===== config.mk =====
export PLATFORM = sky130hd
export DESIGN_NAME = wresp_chan_slv_flat
export DESIGN_NICKNAME = d
export VERILOG_FILES = /design/src/rtl/wresp_chan_if.sv /design/src/rtl/wresp_chan_slv.sv /design/src/flat_wrapper.sv
export SDC_FILE = /design/constraint.sdc
export NUM_CORES = 1
export LEC_CHECK = 0
export CAP_MARGIN = 20
export CORE_MARGIN = 4
export CORE_UTILIZATION = 60
export DETAILED_ROUTE_END_ITERATION = 7
export GPL_ROUTABILITY_DRIVEN = 0
export PLACE_DENSITY = 0.85
export SLEW_MARGIN = 10
export SYNTH_ARGS = -nofsm -noshare
export SYNTH_HDL_FRONTEND = slang
export SYNTH_SLANG_ARGS = --single-unit

===== constraint.sdc =====
create_clock -name clk -period 3.7 [get_ports clk]
set_input_delay 0.74 -clock clk [delete_from_list [all_inputs] [get_ports clk]]
set_output_delay 0.74 -clock clk [all_outputs]
set_load 0.02 [all_outputs]

===== src/rtl/wresp_chan_if.sv =====
// Write-response channel bundle: burst-completion reports in, bus write responses out.
// Handshake: a response transfers in any cycle where bvalid and bready are both high.
interface wresp_chan_if;
    logic        finish_swd;
    logic [31:0] finish_sid;
    logic        finish_serr;
    logic        wrsp_full;
    logic [2:0]  wrsp_cnt;
    logic        wrsp_ovf;
    logic        bvalid;
    logic        bready;
    logic [31:0] bid;
    logic        bcomp;

    modport slave (
        input  finish_swd, finish_sid, finish_serr, bready,
        output wrsp_full, wrsp_cnt, wrsp_ovf, bvalid, bid, bcomp
    );

    modport master (
        output finish_swd, finish_sid, finish_serr, bready,
        input  wrsp_full, wrsp_cnt, wrsp_ovf, bvalid, bid, bcomp
    );
endinterface


===== src/rtl/wresp_chan_slv.sv =====
// Slave write response manager: 4-entry completion FIFO feeding a registered
// bvalid/bid/bcomp response stage.
module wresp_chan_slv #(
    parameter int DEPTH = 4
) (
    input  logic        clk,
    input  logic        rst_n,
    wresp_chan_if.slave bus,
    output logic [1:0]  state_dbg
);
    typedef enum logic [1:0] {
        RIDLE = 2'b00,
        RRESP = 2'b01,
        RDEFO = 2'b11
    } state_t;

    localparam logic [2:0] FULL_CNT = 3'(DEPTH);

    state_t      state, state_nxt;
    logic [32:0] mem [4];
    logic [1:0]  wptr, rptr;
    logic [2:0]  count;
    logic        full, push, load, ovf;
    logic [31:0] bid_q;
    logic        bcomp_q;

    assign full = (count == FULL_CNT);
    assign push = bus.finish_swd && !full;

    // Load pulls the head into the response stage; only legal states ever load.
    always_comb begin
        state_nxt = state;
        load      = 1'b0;
        case (state)
            RIDLE: begin
                if (count != 3'd0) begin
                    load      = 1'b1;
                    state_nxt = RRESP;
                end
            end
            RRESP: begin
                if (bus.bready) begin
                    if (count != 3'd0) load = 1'b1;
                    else               state_nxt = RIDLE;
                end
            end
            RDEFO:   state_nxt = RDEFO;
            default: state_nxt = RDEFO;
        endcase
    end

    always_ff @(posedge clk or negedge rst_n) begin
        if (!rst_n) state <= RIDLE;
        else        state <= state_nxt;
    end

    // Storage needs no reset: entries are only read once count says they are valid.
    always_ff @(posedge clk) begin
        if (push) mem[wptr] <= {bus.finish_serr, bus.finish_sid};
    end

    always_ff @(posedge clk or negedge rst_n) begin
        if (!rst_n) begin
            wptr    <= 2'd0;
            rptr    <= 2'd0;
            count   <= 3'd0;
            ovf     <= 1'b0;
            bid_q   <= 32'd0;
            bcomp_q <= 1'b0;
        end else begin
            if (push) wptr <= wptr + 2'd1;
            if (load) begin
                rptr    <= rptr + 2'd1;
                bid_q   <= mem[rptr][31:0];
                bcomp_q <= ~mem[rptr][32];
            end
            case ({push, load})
                2'b10:   count <= count + 3'd1;
                2'b01:   count <= count - 3'd1;
                default: count <= count;
            endcase
            if (bus.finish_swd && full) ovf <= 1'b1;
        end
    end

    assign bus.bvalid    = (state == RRESP);
    assign bus.bid       = bid_q;
    assign bus.bcomp     = bcomp_q;
    assign bus.wrsp_full = full;
    assign bus.wrsp_cnt  = count;
    assign bus.wrsp_ovf  = ovf;
    assign state_dbg     = state;
endmodule


===== src/flat_wrapper.sv =====
// flat-port wrapper written by rule: the top's interface ports become plain ports
module wresp_chan_slv_flat 
#(
    parameter int DEPTH = 4
)
  (clk, rst_n, state_dbg, bus_finish_swd, bus_finish_sid, bus_finish_serr, bus_bready, bus_wrsp_full, bus_wrsp_cnt, bus_wrsp_ovf, bus_bvalid, bus_bid, bus_bcomp);
  wresp_chan_if bus_i ();
  input  logic clk;
  input  logic rst_n;
  output logic [1:0] state_dbg;
  input wire logic [$bits(bus_i.finish_swd)-1:0] bus_finish_swd;
  input wire logic [$bits(bus_i.finish_sid)-1:0] bus_finish_sid;
  input wire logic [$bits(bus_i.finish_serr)-1:0] bus_finish_serr;
  input wire logic [$bits(bus_i.bready)-1:0] bus_bready;
  output wire logic [$bits(bus_i.wrsp_full)-1:0] bus_wrsp_full;
  output wire logic [$bits(bus_i.wrsp_cnt)-1:0] bus_wrsp_cnt;
  output wire logic [$bits(bus_i.wrsp_ovf)-1:0] bus_wrsp_ovf;
  output wire logic [$bits(bus_i.bvalid)-1:0] bus_bvalid;
  output wire logic [$bits(bus_i.bid)-1:0] bus_bid;
  output wire logic [$bits(bus_i.bcomp)-1:0] bus_bcomp;
  assign bus_i.finish_swd = bus_finish_swd;
  assign bus_i.finish_sid = bus_finish_sid;
  assign bus_i.finish_serr = bus_finish_serr;
  assign bus_i.bready = bus_bready;
  assign bus_wrsp_full = bus_i.wrsp_full;
  assign bus_wrsp_cnt = bus_i.wrsp_cnt;
  assign bus_wrsp_ovf = bus_i.wrsp_ovf;
  assign bus_bvalid = bus_i.bvalid;
  assign bus_bid = bus_i.bid;
  assign bus_bcomp = bus_i.bcomp;
  wresp_chan_slv #(.DEPTH(DEPTH)) u_core (.clk(clk), .rst_n(rst_n), .bus(bus_i), .state_dbg(state_dbg));
endmodule

Word-level counts from Yosys, hierarchy flattened
Memories as Yosys holds them, arrays and structs flattened.
Cells that the tools add are included.
{ "totals": {"reg_bits": 43, "ramBits": 132, "inputBits": 37, "out_inout_bits": 41, "mem_count": 1} }
{ "classes": {"add_sub_neg": 4, "eq_ne": 7, "muxes": 10, "bitwise": 1, "reduce_logical": 7} }
{ "mem_list": {"columns": ["memory", "words", "word_bits", "read_ports", "rd_clocked_by_memory_dff", "write_ports", "line_no", "source"], "rows": [
  ["u_core.mem", 4, 33, 1, 0, 1, "wresp_chan_slv.sv:20", "logic [32:0] mem [4];"]
]} }
{ "op_table": {"columns": ["op", "count"], "rows": [
  ["$mux W2", 3],
  ["$pmux W3 S2", 1],
  ["$add A2 B1 Y2 const B", 2],
  ["$eq A2 B1 Y1 const B", 2],
  ["$mux W1", 4],
  ["$ne A2 B2 Y1 const B", 2],
  ["$pmux W2 S2", 1],
  ["$add A3 B1 Y3 const B", 1],
  ["$eq A3 B3 Y1 const B", 1],
  ["$reduce_and A3 Y1", 1],
  ["$reduce_bool A3 Y1", 1],
  ["$sub A3 B1 Y3 const B", 1],
  ["$eq A2 B2 Y1 const B", 1],
  ["$logic_and A1 B1 Y1", 2],
  ["$logic_not A2 Y1", 1],
  ["$ne A2 B1 Y1 const B", 1],
  ["$pmux W1 S2", 1],
  ["$reduce_bool A2 Y1", 1],
  ["$logic_not A1 Y1", 1],
  ["$not A1 Y1", 1]
]} }

Depth between registers and ports, before layout
Gate-level depths: netlist of the first run.
{ "logic_depth": {"ltp_word": 6, "ltp_mapped": 8, "mapped_depth_nobuf": 8} }

Worst setup path after synthesis of the first run
OpenSTA, ideal clock, no wires.
{ "synth_path": {"kind": "flip-flop to flip-flop", "startpoint": "register u_core.count[0] (netlist: u_core.bus.wrsp_cnt[0])", "endpoint": "register u_core.count[1] (netlist: u_core.bus.wrsp_cnt[1])", "setup_ns": 0.125, "arrival_time_ns": 2.349, "required_time_ns": 3.575, "setup_slack_ns": 1.227, "stages_incl_launch_ff": 7, "path_buffers": 0, "cell_sequence": "dfrtp_1 > nor3b_1 > nor2b_1 > inv_1 > ha_1 > fa_1 > mux2_2"} }
{ "synth_via": {"word_cells_on_any_way": 13} }
{ "synth_rtl": {"columns": ["element", "line_no", "source"], "rows": [
  ["start: declaration", "wresp_chan_slv.sv:22", "logic [2:0] count;"],
  ["start signal: assignment", "wresp_chan_slv.sv:78", "2'b10: count <= count + 3'd1;"],
  ["start signal: assignment", "wresp_chan_slv.sv:79", "2'b01: count <= count - 3'd1;"],
  ["start signal: assignment", "wresp_chan_slv.sv:80", "default: count <= count;"],
  ["$eq A3 B3 Y1 *", "wresp_chan_slv.sv:27", "assign full = (count == FULL_CNT);"],
  ["via bus_wrsp_full", "flat_wrapper.sv:15", "output wire logic [$bits(bus_i.wrsp_full)-1:0] bus_wrsp_full;"],
  ["$logic_not A1 Y1 *", "wresp_chan_slv.sv:28", "assign push = bus.finish_swd && !full;"],
  ["$logic_and A1 B1 Y1 *", "wresp_chan_slv.sv:28", null],
  ["$eq A2 B1 Y1 / $eq A2 B2 Y1 (equally long branches)", "wresp_chan_slv.sv:77", "case ({push, load})"],
  ["$pmux W3 S2 / $reduce_bool A2 Y1 (equally long branches)", null, null]
]} }
Mark *: on every way through the listed nets, which the timed path passes. The rest lies on a longest branch.
A chain may end at the register's enable or synchronous reset.

Worst setup path in the final report of the first run
{ "layout_path": {"startpoint": "register u_core.count[0] (netlist: u_core.bus.wrsp_cnt[0])", "endpoint": "output bus_wrsp_full"} }
{ "layout_via": {"elab_chain_cells": 1} }
{ "layout_rtl": {"columns": ["element", "line_no"], "rows": [
  ["$eq A3 B3 Y1", "wresp_chan_slv.sv:27"],
  ["end: declaration", "flat_wrapper.sv:15"]
]} }
No other way between the ends.

==> results.sh, run 1 <==
export IMPL_outcome="complete, no violations"
export IMPL_cts_root_buf="clkbuf_8"
export IMPL_numPortBuffers=77
export IMPL_netlist_top_cells_area="edfxtp_1 59%, dfrtp_1 16%, mux4_2 9.4%, mux2_4 6.1%, mux4_1 2.0%"
export IMPL_fin_skew_ps=5.83
export IMPL_cts_setup_buffers=0
export IMPL_cp_start_kind="flop"
export IMPL_place_hpwl_um=7060
export IMPL_tritoncts="built"
export IMPL_routed_wl_um=11600
export IMPL_slowest_delay_ps=680
export IMPL_dpl_cell_area_um2=7550
export IMPL_die_h_um=113
export IMPL_post_drt_wl_per_cell_um=21.8
export IMPL_synth_warnings=0
export IMPL_hold_class="in2async"
export IMPL_core_um2=10900
export IMPL_worstMarginPinSlew_ps=824
export IMPL_grt_usage=0.192
export IMPL_nets=421
export IMPL_fin_crit_ps=2770
export IMPL_clk_pin_slew_ps=70
export IMPL_rsz0062_at_grt="no"
export IMPL_hold_viol=0
export IMPL_tns_ps=0
export IMPL_viasPerCell=5.66
export IMPL_required_ps=2960
export IMPL_areaGrowthSynthToFinish_pct=22.9
export IMPL_drt_initial_drc_count=121
export IMPL_htreeDepth=4
export IMPL_netlist_instances=286
export IMPL_cp_slowest_cell="clkdlybuf4s50_1"
export IMPL_synth_area_leader_cell="edfxtp_1"
export IMPL_clock_sinks=175
export IMPL_final_cells=531
export IMPL_setup_viol=0
export IMPL_synth_seq_cells=175
export IMPL_rows=38
export IMPL_diodes=0
export IMPL_max_cap_violations=0
export IMPL_cts_made_buffers=17
export IMPL_drc=0
export IMPL_yosysTopAreaCellShare=0.594
export IMPL_antenna_found_initial=0
export IMPL_peakVddDrop_mv=0.503
export IMPL_critical_path_arrival_ps=2030
export IMPL_seq_area_frac_synth=0.755
export IMPL_end_kind="primary output"
export IMPL_powerDensity_nw_per_um2=871
export IMPL_place_inst=498
export IMPL_drt_pass1_iterations=5
export IMPL_final_antenna_net_count=0
export IMPL_hold_buffers=0
export IMPL_worstSetupPathType="reg2out"
export IMPL_cp_max_fo=5
export IMPL_syn_area_per_cell_um2=23.3
export IMPL_syn_area_um2=6680
export IMPL_slew_headroom=0.450
export IMPL_timing_fmax_mhz=361
export IMPL_final_max_slew_viol_count=0
export IMPL_utilization=0.753
export IMPL_clock_latency_ps=520
export IMPL_grt_ovfl_total=0
export IMPL_die_w_um=113
export IMPL_drive_above_1_share=0.279
export IMPL_pin_count=78
export IMPL_vias=3005
export IMPL_grt_max_degree=44
export IMPL_post_cts_resized=0
export IMPL_die_area_um2=12900
export IMPL_worstPathCellList="nor3b_1 -> clkdlybuf4s50_1"
export IMPL_max_clock_path_buffers=2
export IMPL_fin_crit_sh=0.748
export IMPL_grt_pass1_vias=3270
export IMPL_yosysUniqueCellTypes=25
export IMPL_final_cell_area_um2=8200
export IMPL_initial_core_util=0.613
export IMPL_syn_nets=329
export IMPL_p_leak_uw=0.00296
export IMPL_grt_pass1_wl_um=18200
metal layers:
| layer | wire (um) | global-route usage | vias up |
|---|---|---|---|
| li1 | - | - | 1328 |
| met1 | 4700 | 0.247 | 1559 |
| met2 | 6120 | 0.320 | 92 |
| met3 | 470 | 0.0440 | 26 |
| met4 | 296 | 0.0817 | 0 |
| met5 | 0 | 0 | - |
cells by family after synthesis:
kind of cell,synth area share
buffers and inverters,0.0210
and+or+nand+nor,0.0146
muxes,0.188
xor gates and xnor gates,0.00787
DFF,0.755
AOI/OAI and AO/OA,0.00112
adders and majority gates,0.0124
power by group:
group | switching, uW | total (uW) | leakage (uW) | internal (uW)
registers | 379 | 3070 | 0.00171 | 2690
clock network | 718 | 1880 | 0.000299 | 1170
logic | 932 | 2190 | 0.000955 | 1260
path summary, 6_finish.rpt:
kind	endpoint	cells after the start	slack, ps	start
min	u_core.bus.wrsp_cnt[0]$_DFFE_PN0P_	1	130	rst_n
min reg2reg	u_core.bus.wrsp_ovf$_DFFE_PN0P_	1	460	u_core.bus.wrsp_ovf$_DFFE_PN0P_
max	bus_wrsp_full	2	930	u_core.bus.wrsp_cnt[0]$_DFFE_PN0P_
max reg2reg	u_core.mem[0][23]$_DFFE_PP_	4	1400	u_core.bus.wrsp_cnt[2]$_DFFE_PN0P_
min in group clk	u_core.bus.wrsp_ovf$_DFFE_PN0P_	1	460	u_core.bus.wrsp_ovf$_DFFE_PN0P_
max in group asynchronous	u_core.rptr[0]$_DFFE_PN0P_	2	3050	rst_n
state kept, by name, summed over array words and instances (netlist names):
name                 flops
u_core.mem             132
u_core.bus.bid          32
u_core.bus.wrsp_cnt      3
u_core.rptr              2
u_core.state_dbg         2
u_core.wptr              2
u_core.bus.bcomp         1
u_core.bus.wrsp_ovf      1
cell usage in the layout, fill, tap and decap left out, types with 3 or more instances in the layout:
cell type	count
inv_1	4
dfrtp_1	41
buf_4	7
bufinv_16	5
mux2_4	27
clkinvlp_4	3
mux4_1	5
nor2b_1	3
edfxtp_1	132
xor2_1	3
mux4_2	28
ha_1	5
and2_2	4
clkbuf_16	16
clkdlybuf4s50_1	76
mux2_2	7
xnor2_1	3
stage by stage:
step                worst slack (ps)  power [uW]  hold slack, ps
floorplan                       1230        4550             444
global placement                 881        5230             439
detailed placement               775        5310             452
CTS                              901        7220             422
global route                     831        7460             145
finish                           932        7140             135
Yosys cell counts, drive strengths merged:
| master | n |
|---|---|
| xor2 | 3 |
| nor2 | 2 |
| and2 | 4 |
| nor4b | 1 |
| nor3 | 2 |
| nor3b | 1 |
| mux4 | 33 |
| inv | 4 |
| dfrtp | 43 |
| a21o | 1 |
| mux2 | 34 |
| nand2 | 1 |
| edfxtp | 132 |
| nor2b | 3 |
| mux2i | 1 |
| fa | 1 |
| clkbuf | 4 |
| buf | 8 |
| ha | 5 |
| xnor2 | 3 |
critical path: cells and delay by family (launching register included):
family | cells | cell delay (ps)
buffers and inverters | 1 | 680
flip-flops | 1 | 470
AND/OR/NAND/NOR | 1 | 360
final cells by class:
cell class	count	area, um^2
sequential	175	5040
fill	585	2690
multi-input combinational	95	1500
timing repair buffer	85	838
clock buffer	18	418
clock inverter	14	213
tap	140	175
inverter	4	15.0
(Power assumes the default switching activity.)
==> run 2: changes to the inputs <==
- CORE_UTILIZATION: 60 -> 50
- PLACE_DENSITY: 0.85 -> 0.75
- clock period: 3.7 -> 2.3 ns (I/O delays scaled with it)
==> results.sh, run 2 (synthesis results as in run 1) <==
export IMPL_pin_count=78
export IMPL_nets=433
export IMPL_p_leak_uw=0.00307
export IMPL_grt_pass1_wl_um=18200
export IMPL_worstPathCellList="nor2b_1 -> clkdlybuf4s50_1"
export IMPL_drive_above_1_share=0.300
export IMPL_largest_register_ffs=132
export IMPL_setup_viol=0
export IMPL_rsz0062_at_grt="no"
export IMPL_cts_made_buffers=17
export IMPL_drt_pass1_iterations=4
export IMPL_cp_slowest_cell="clkdlybuf4s50_1"
export IMPL_end_kind="primary output"
export IMPL_regMostFlops="u_core.mem"
export IMPL_post_drt_wl_per_cell_um=20.2
export IMPL_die_w_um=124
export IMPL_grt_max_degree=35
export IMPL_routed_wl_um=11600
export IMPL_worst_path_buf_inv=1
export IMPL_num_fill_cells=866
export IMPL_worstMarginPinSlew_ps=684
export IMPL_final_antenna_net_count=0
export IMPL_core_um2=12800
export IMPL_hold_viol=0
export IMPL_timing_fmax_mhz=475
export IMPL_cts_root_buf="clkbuf_16"
export IMPL_max_clock_path_buffers=2
export IMPL_viasPerCell=5.27
export IMPL_hold_buffers=0
export IMPL_peakVddDrop_mv=1.01
export IMPL_max_cap_violations=0
export IMPL_vias=3031
export IMPL_clock_latency_ps=430
export IMPL_final_cell_mix="132 x edfxtp_1, 75 x clkdlybuf4s50_1, 41 x dfrtp_1, 28 x mux4_2, 27 x mux2_4"
export IMPL_final_max_slew_viol_count=0
export IMPL_drt_initial_drc_count=224
export IMPL_tns_ps=0
export IMPL_layout_area_seq_um2=5040
export IMPL_place_hpwl_um=7240
export IMPL_required_ps=1840
export IMPL_cp_max_fo=6
export IMPL_fin_skew_ps=10.6
export IMPL_powerDensity_nw_per_um2=1390
export IMPL_diodes=0
export IMPL_drc=0
export IMPL_grt_usage=0.167
export IMPL_initial_core_util=0.521
export IMPL_slowest_delay_ps=620
export IMPL_fin_crit_sh=0.915
export IMPL_critical_path_arrival_ps=1650
export IMPL_cp_start_kind="flop"
export IMPL_cp_top_family="buffers and inverters"
export IMPL_utilization=0.656
export IMPL_grt_pass1_vias=3336
export IMPL_areaGrowthSynthToFinish_pct=26.1
export IMPL_tritoncts="built"
export IMPL_clock_sinks=175
export IMPL_antenna_found_initial=0
export IMPL_die_area_um2=15300
export IMPL_clk_pin_slew_ps=60
export IMPL_fin_crit_ps=2110
export IMPL_cts_setup_buffers=0
export IMPL_grt_ovfl_total=0
export IMPL_numPortBuffers=77
export IMPL_die_h_um=124
export IMPL_final_common_cell="edfxtp_1"
export IMPL_worstSetupPathType="reg2out"
export IMPL_hold_class="in2async"
export IMPL_outcome="complete, no violations"
export IMPL_rows=41
export IMPL_htreeDepth=4
export IMPL_slew_headroom=0.544
export IMPL_multi_input_area_um2=1510
==> run 2: cell count changes in the layout (fill, tap and decap cells not counted), sizes merged <==
cell,change
clkdlybuf4s50,-1
clkbuf,+4
buf,+12
dlymetal6s2s,+1
bufinv,-1
clkinv,-1
clkinvlp,-2
==> run 2: worst register-to-register path, stage by stage, from the launching register on <==
cell and delay [ps]:
dfrtp_1 460, nor3_2 340, nor3_4 80, ha_1 230
fa_1 390, xnor2_1 170, nor2_1 70, xor2_1 130
==> run 2: cell type report <==
class / instances / share of cell area
Clock buffer: 22 / 0.0563
Multi-Input combinational cell: 95 / 0.179
Inverter: 4 / 0.00178
Tap cell: 172 / 0.0256
Clock inverter: 10 / 0.0189
Timing Repair Buffer: 97 / 0.120
Sequential cell: 175 / 0.599
==> run 2: metal layers <==
| metal | vias to the layer above | wire length [um] | GRT usage |
|---|---|---|---|
| met3 | 19 | 445 | 0.0503 |
| met4 | 0 | 214 | 0.0637 |
| met1 | 1596 | 4800 | 0.205 |
| met5 | - | 0 | 0 |
| met2 | 62 | 6150 | 0.279 |
| li1 | 1354 | - | - |
==> run 2: where the power goes <==
| group | switching [uW] | leakage [uW] | total [uW] | internal [uW] |
|---|---|---|---|---|
| Sequential | 484 | 0.00171 | 4800 | 4320 |
| Clock | 1140 | 0.000309 | 3040 | 1900 |
| Combinational | 1640 | 0.00106 | 3850 | 2200 |
==> run 2: what timing repair did <==
action                                 CTS  global route
setup endpoints to repair                0             1
endpoints found under the hold margin    0             0
gates resized for setup                  0             1
==> run 2: stage by stage <==
stage	instance area, um^2	worst slack, ps	hold slack [ps]	power, uW	instances
floorplan	6690	86.1	164	7320	286
global placement	7780	28.1	439	8680	543
detailed placement	7780	13.4	452	8770	543
CTS	8420	19.6	53.2	11800	575
global route	8420	113	70.7	12200	575
finish	8420	195	45.2	11700	575
==> run 2: final timing paths <==
check	from	to	slack, ps	depth (start not counted)
max	u_core.state_dbg[1]$_DFFE_PN0P_	bus_bvalid	190	2
min	rst_n	u_core.bus.bid[19]$_DFFE_PN0P_	50	1
max reg2reg	u_core.bus.wrsp_cnt[1]$_DFFE_PN0P_	u_core.bus.wrsp_cnt[2]$_DFFE_PN0P_	320	7
min reg2reg	u_core.bus.wrsp_ovf$_DFFE_PN0P_	u_core.bus.wrsp_ovf$_DFFE_PN0P_	470	1
max in group asynchronous	rst_n	u_core.rptr[0]$_DFFE_PN0P_	1610	2
min in group clk	u_core.bus.wrsp_ovf$_DFFE_PN0P_	u_core.bus.wrsp_ovf$_DFFE_PN0P_	470	1
==> run 3: changes to the inputs <==
- CELL_PAD_IN_SITES_DETAIL_PLACEMENT: not set -> 1
- CELL_PAD_IN_SITES_GLOBAL_PLACEMENT: not set -> 2
- CORE_UTILIZATION: 50 -> 39
==> results.sh, run 3 (synthesis results as in run 1) <==
export IMPL_num_fill_cells=1517
export IMPL_p_leak_uw=0.00302
export IMPL_fin_crit_sh=0.911
export IMPL_slowest_delay_ps=610
export IMPL_peakVddDrop_mv=0.700
export IMPL_cp_start_kind="flop"
export IMPL_diodes=0
export IMPL_die_area_um2=19300
export IMPL_max_clock_path_buffers=2
export IMPL_nets=430
export IMPL_areaGrowthSynthToFinish_pct=26.4
export IMPL_end_kind="primary output"
export IMPL_layout_area_seq_um2=5040
export IMPL_utilization=0.505
export IMPL_worstMarginPinSlew_ps=708
export IMPL_grt_pass1_vias=3446
export IMPL_fin_skew_ps=5.60
export IMPL_setup_viol=0
export IMPL_drt_initial_drc_count=188
export IMPL_timing_fmax_mhz=477
export IMPL_clk_pin_slew_ps=60
export IMPL_cp_max_fo=6
export IMPL_cp_slowest_cell="clkdlybuf4s50_1"
export IMPL_final_common_cell="edfxtp_1"
export IMPL_drt_pass1_iterations=5
export IMPL_core_um2=16700
export IMPL_rsz0062_at_grt="no"
export IMPL_clock_sinks=175
export IMPL_tns_ps=0
export IMPL_largest_register_ffs=132
export IMPL_hold_class="in2async"
export IMPL_vias=3012
export IMPL_max_cap_violations=0
export IMPL_fin_crit_ps=2100
export IMPL_antenna_found_initial=0
export IMPL_grt_pass1_wl_um=20200
export IMPL_rows=47
export IMPL_final_cell_mix="132 x edfxtp_1, 75 x clkdlybuf4s50_1, 41 x dfrtp_1, 28 x mux4_2, 27 x mux2_4"
export IMPL_multi_input_area_um2=1510
export IMPL_worstPathCellList="nor2b_1 -> clkdlybuf4s50_1"
export IMPL_required_ps=1840
export IMPL_final_max_slew_viol_count=0
export IMPL_numPortBuffers=77
export IMPL_initial_core_util=0.400
export IMPL_slew_headroom=0.528
export IMPL_worstSetupPathType="reg2out"
export IMPL_die_w_um=139
export IMPL_grt_ovfl_total=0
export IMPL_pin_count=78
export IMPL_tritoncts="built"
export IMPL_drive_above_1_share=0.298
export IMPL_final_antenna_net_count=0
export IMPL_cts_made_buffers=17
export IMPL_viasPerCell=4.86
export IMPL_powerDensity_nw_per_um2=1370
export IMPL_outcome="complete, no violations"
export IMPL_routed_wl_um=12500
export IMPL_cts_setup_buffers=0
export IMPL_drc=0
export IMPL_cts_root_buf="clkbuf_16"
export IMPL_hold_viol=0
export IMPL_clock_latency_ps=430
export IMPL_htreeDepth=4
export IMPL_critical_path_arrival_ps=1640
export IMPL_die_h_um=139
export IMPL_post_drt_wl_per_cell_um=20.2
export IMPL_place_hpwl_um=7810
export IMPL_regMostFlops="u_core.mem"
export IMPL_grt_max_degree=35
export IMPL_grt_usage=0.141
-- run 3: cell count changes in the layout (fill, tap and decap cells not counted), sizes merged --
| cell | delta |
|---|---|
| buf | -3 |
| bufinv | -1 |
| clkbuf | -4 |
| clkinv | +2 |
| clkinvlp | +3 |
| dlygate4sd2 | +1 |
| dlymetal6s2s | -1 |
-- run 3: critical path: cells and delay by family (launching register included) --
family,cells,cell delay [ps]
buf+inv,1,610
simple gates,1,140
flops,1,460
-- run 3: path summary, 6_finish.rpt --
| check | depth (start not counted) | end | slack [ps] | startpoint |
|---|---|---|---|---|
| worst max-delay path | 2 | bus_bvalid | 200 | u_core.state_dbg[1]$_DFFE_PN0P_ |
| worst min register to register | 1 | u_core.bus.wrsp_ovf$_DFFE_PN0P_ | 460 | u_core.bus.wrsp_ovf$_DFFE_PN0P_ |
| min in group clk | 1 | u_core.bus.wrsp_ovf$_DFFE_PN0P_ | 460 | u_core.bus.wrsp_ovf$_DFFE_PN0P_ |
| worst min-delay path | 1 | u_core.bus.bid[18]$_DFFE_PN0P_ | 20 | rst_n |
| max in group asynchronous | 2 | u_core.rptr[1]$_DFFE_PN0P_ | 1720 | rst_n |
| worst max register to register | 7 | u_core.bus.wrsp_cnt[2]$_DFFE_PN0P_ | 270 | u_core.bus.wrsp_cnt[0]$_DFFE_PN0P_ |
-- run 3: area by class of cell --
class | count | share of cell area
sequential | 175 | 0.598
clock buffer | 18 | 0.0509
inverter | 4 | 0.00178
multi-input combinational | 95 | 0.179
timing repair buffer | 94 | 0.119
tap | 220 | 0.0326
clock inverter | 14 | 0.0196
-- run 3: repair_timing --
action,CTS,global route
gates resized for setup,1,0
hold buffers,0,0
hold endpoints to repair,0,0
endpoints found under the setup margin,1,0
-- run 3: per-stage QoR --
stage / hold slack, ps / power [uW] / area, um^2 / std cells / setup slack, ps
2_1_floorplan: 164 / 7320 / 6690 / 286 / 86.1
3_3_place_gp: 440 / 8740 / 7850 / 588 / 27.4
3_5_place_dp: 451 / 8840 / 7850 / 588 / 11.2
4_1_cts: 23.5 / 11800 / 8440 / 620 / 161
5_1_grt: 40.1 / 12200 / 8440 / 620 / 86.7
6_report: 19.2 / 11600 / 8440 / 620 / 204
-- run 3: power breakdown --
group,internal (uW),switching [uW]
clock network,1700,1180
logic,2200,1660
registers,4320,502
total,8220,3330
-- run 3: per-layer routing --
metal,vias to the layer above,share of wire,routed length [um],track usage
met2,62,0.52,6490,0.230
met5,-,0,0,0
met4,0,0.017,208,0.0633
li1,1356,-,-,-
met3,14,0.035,433,0.0362
met1,1580,0.43,5360,0.178
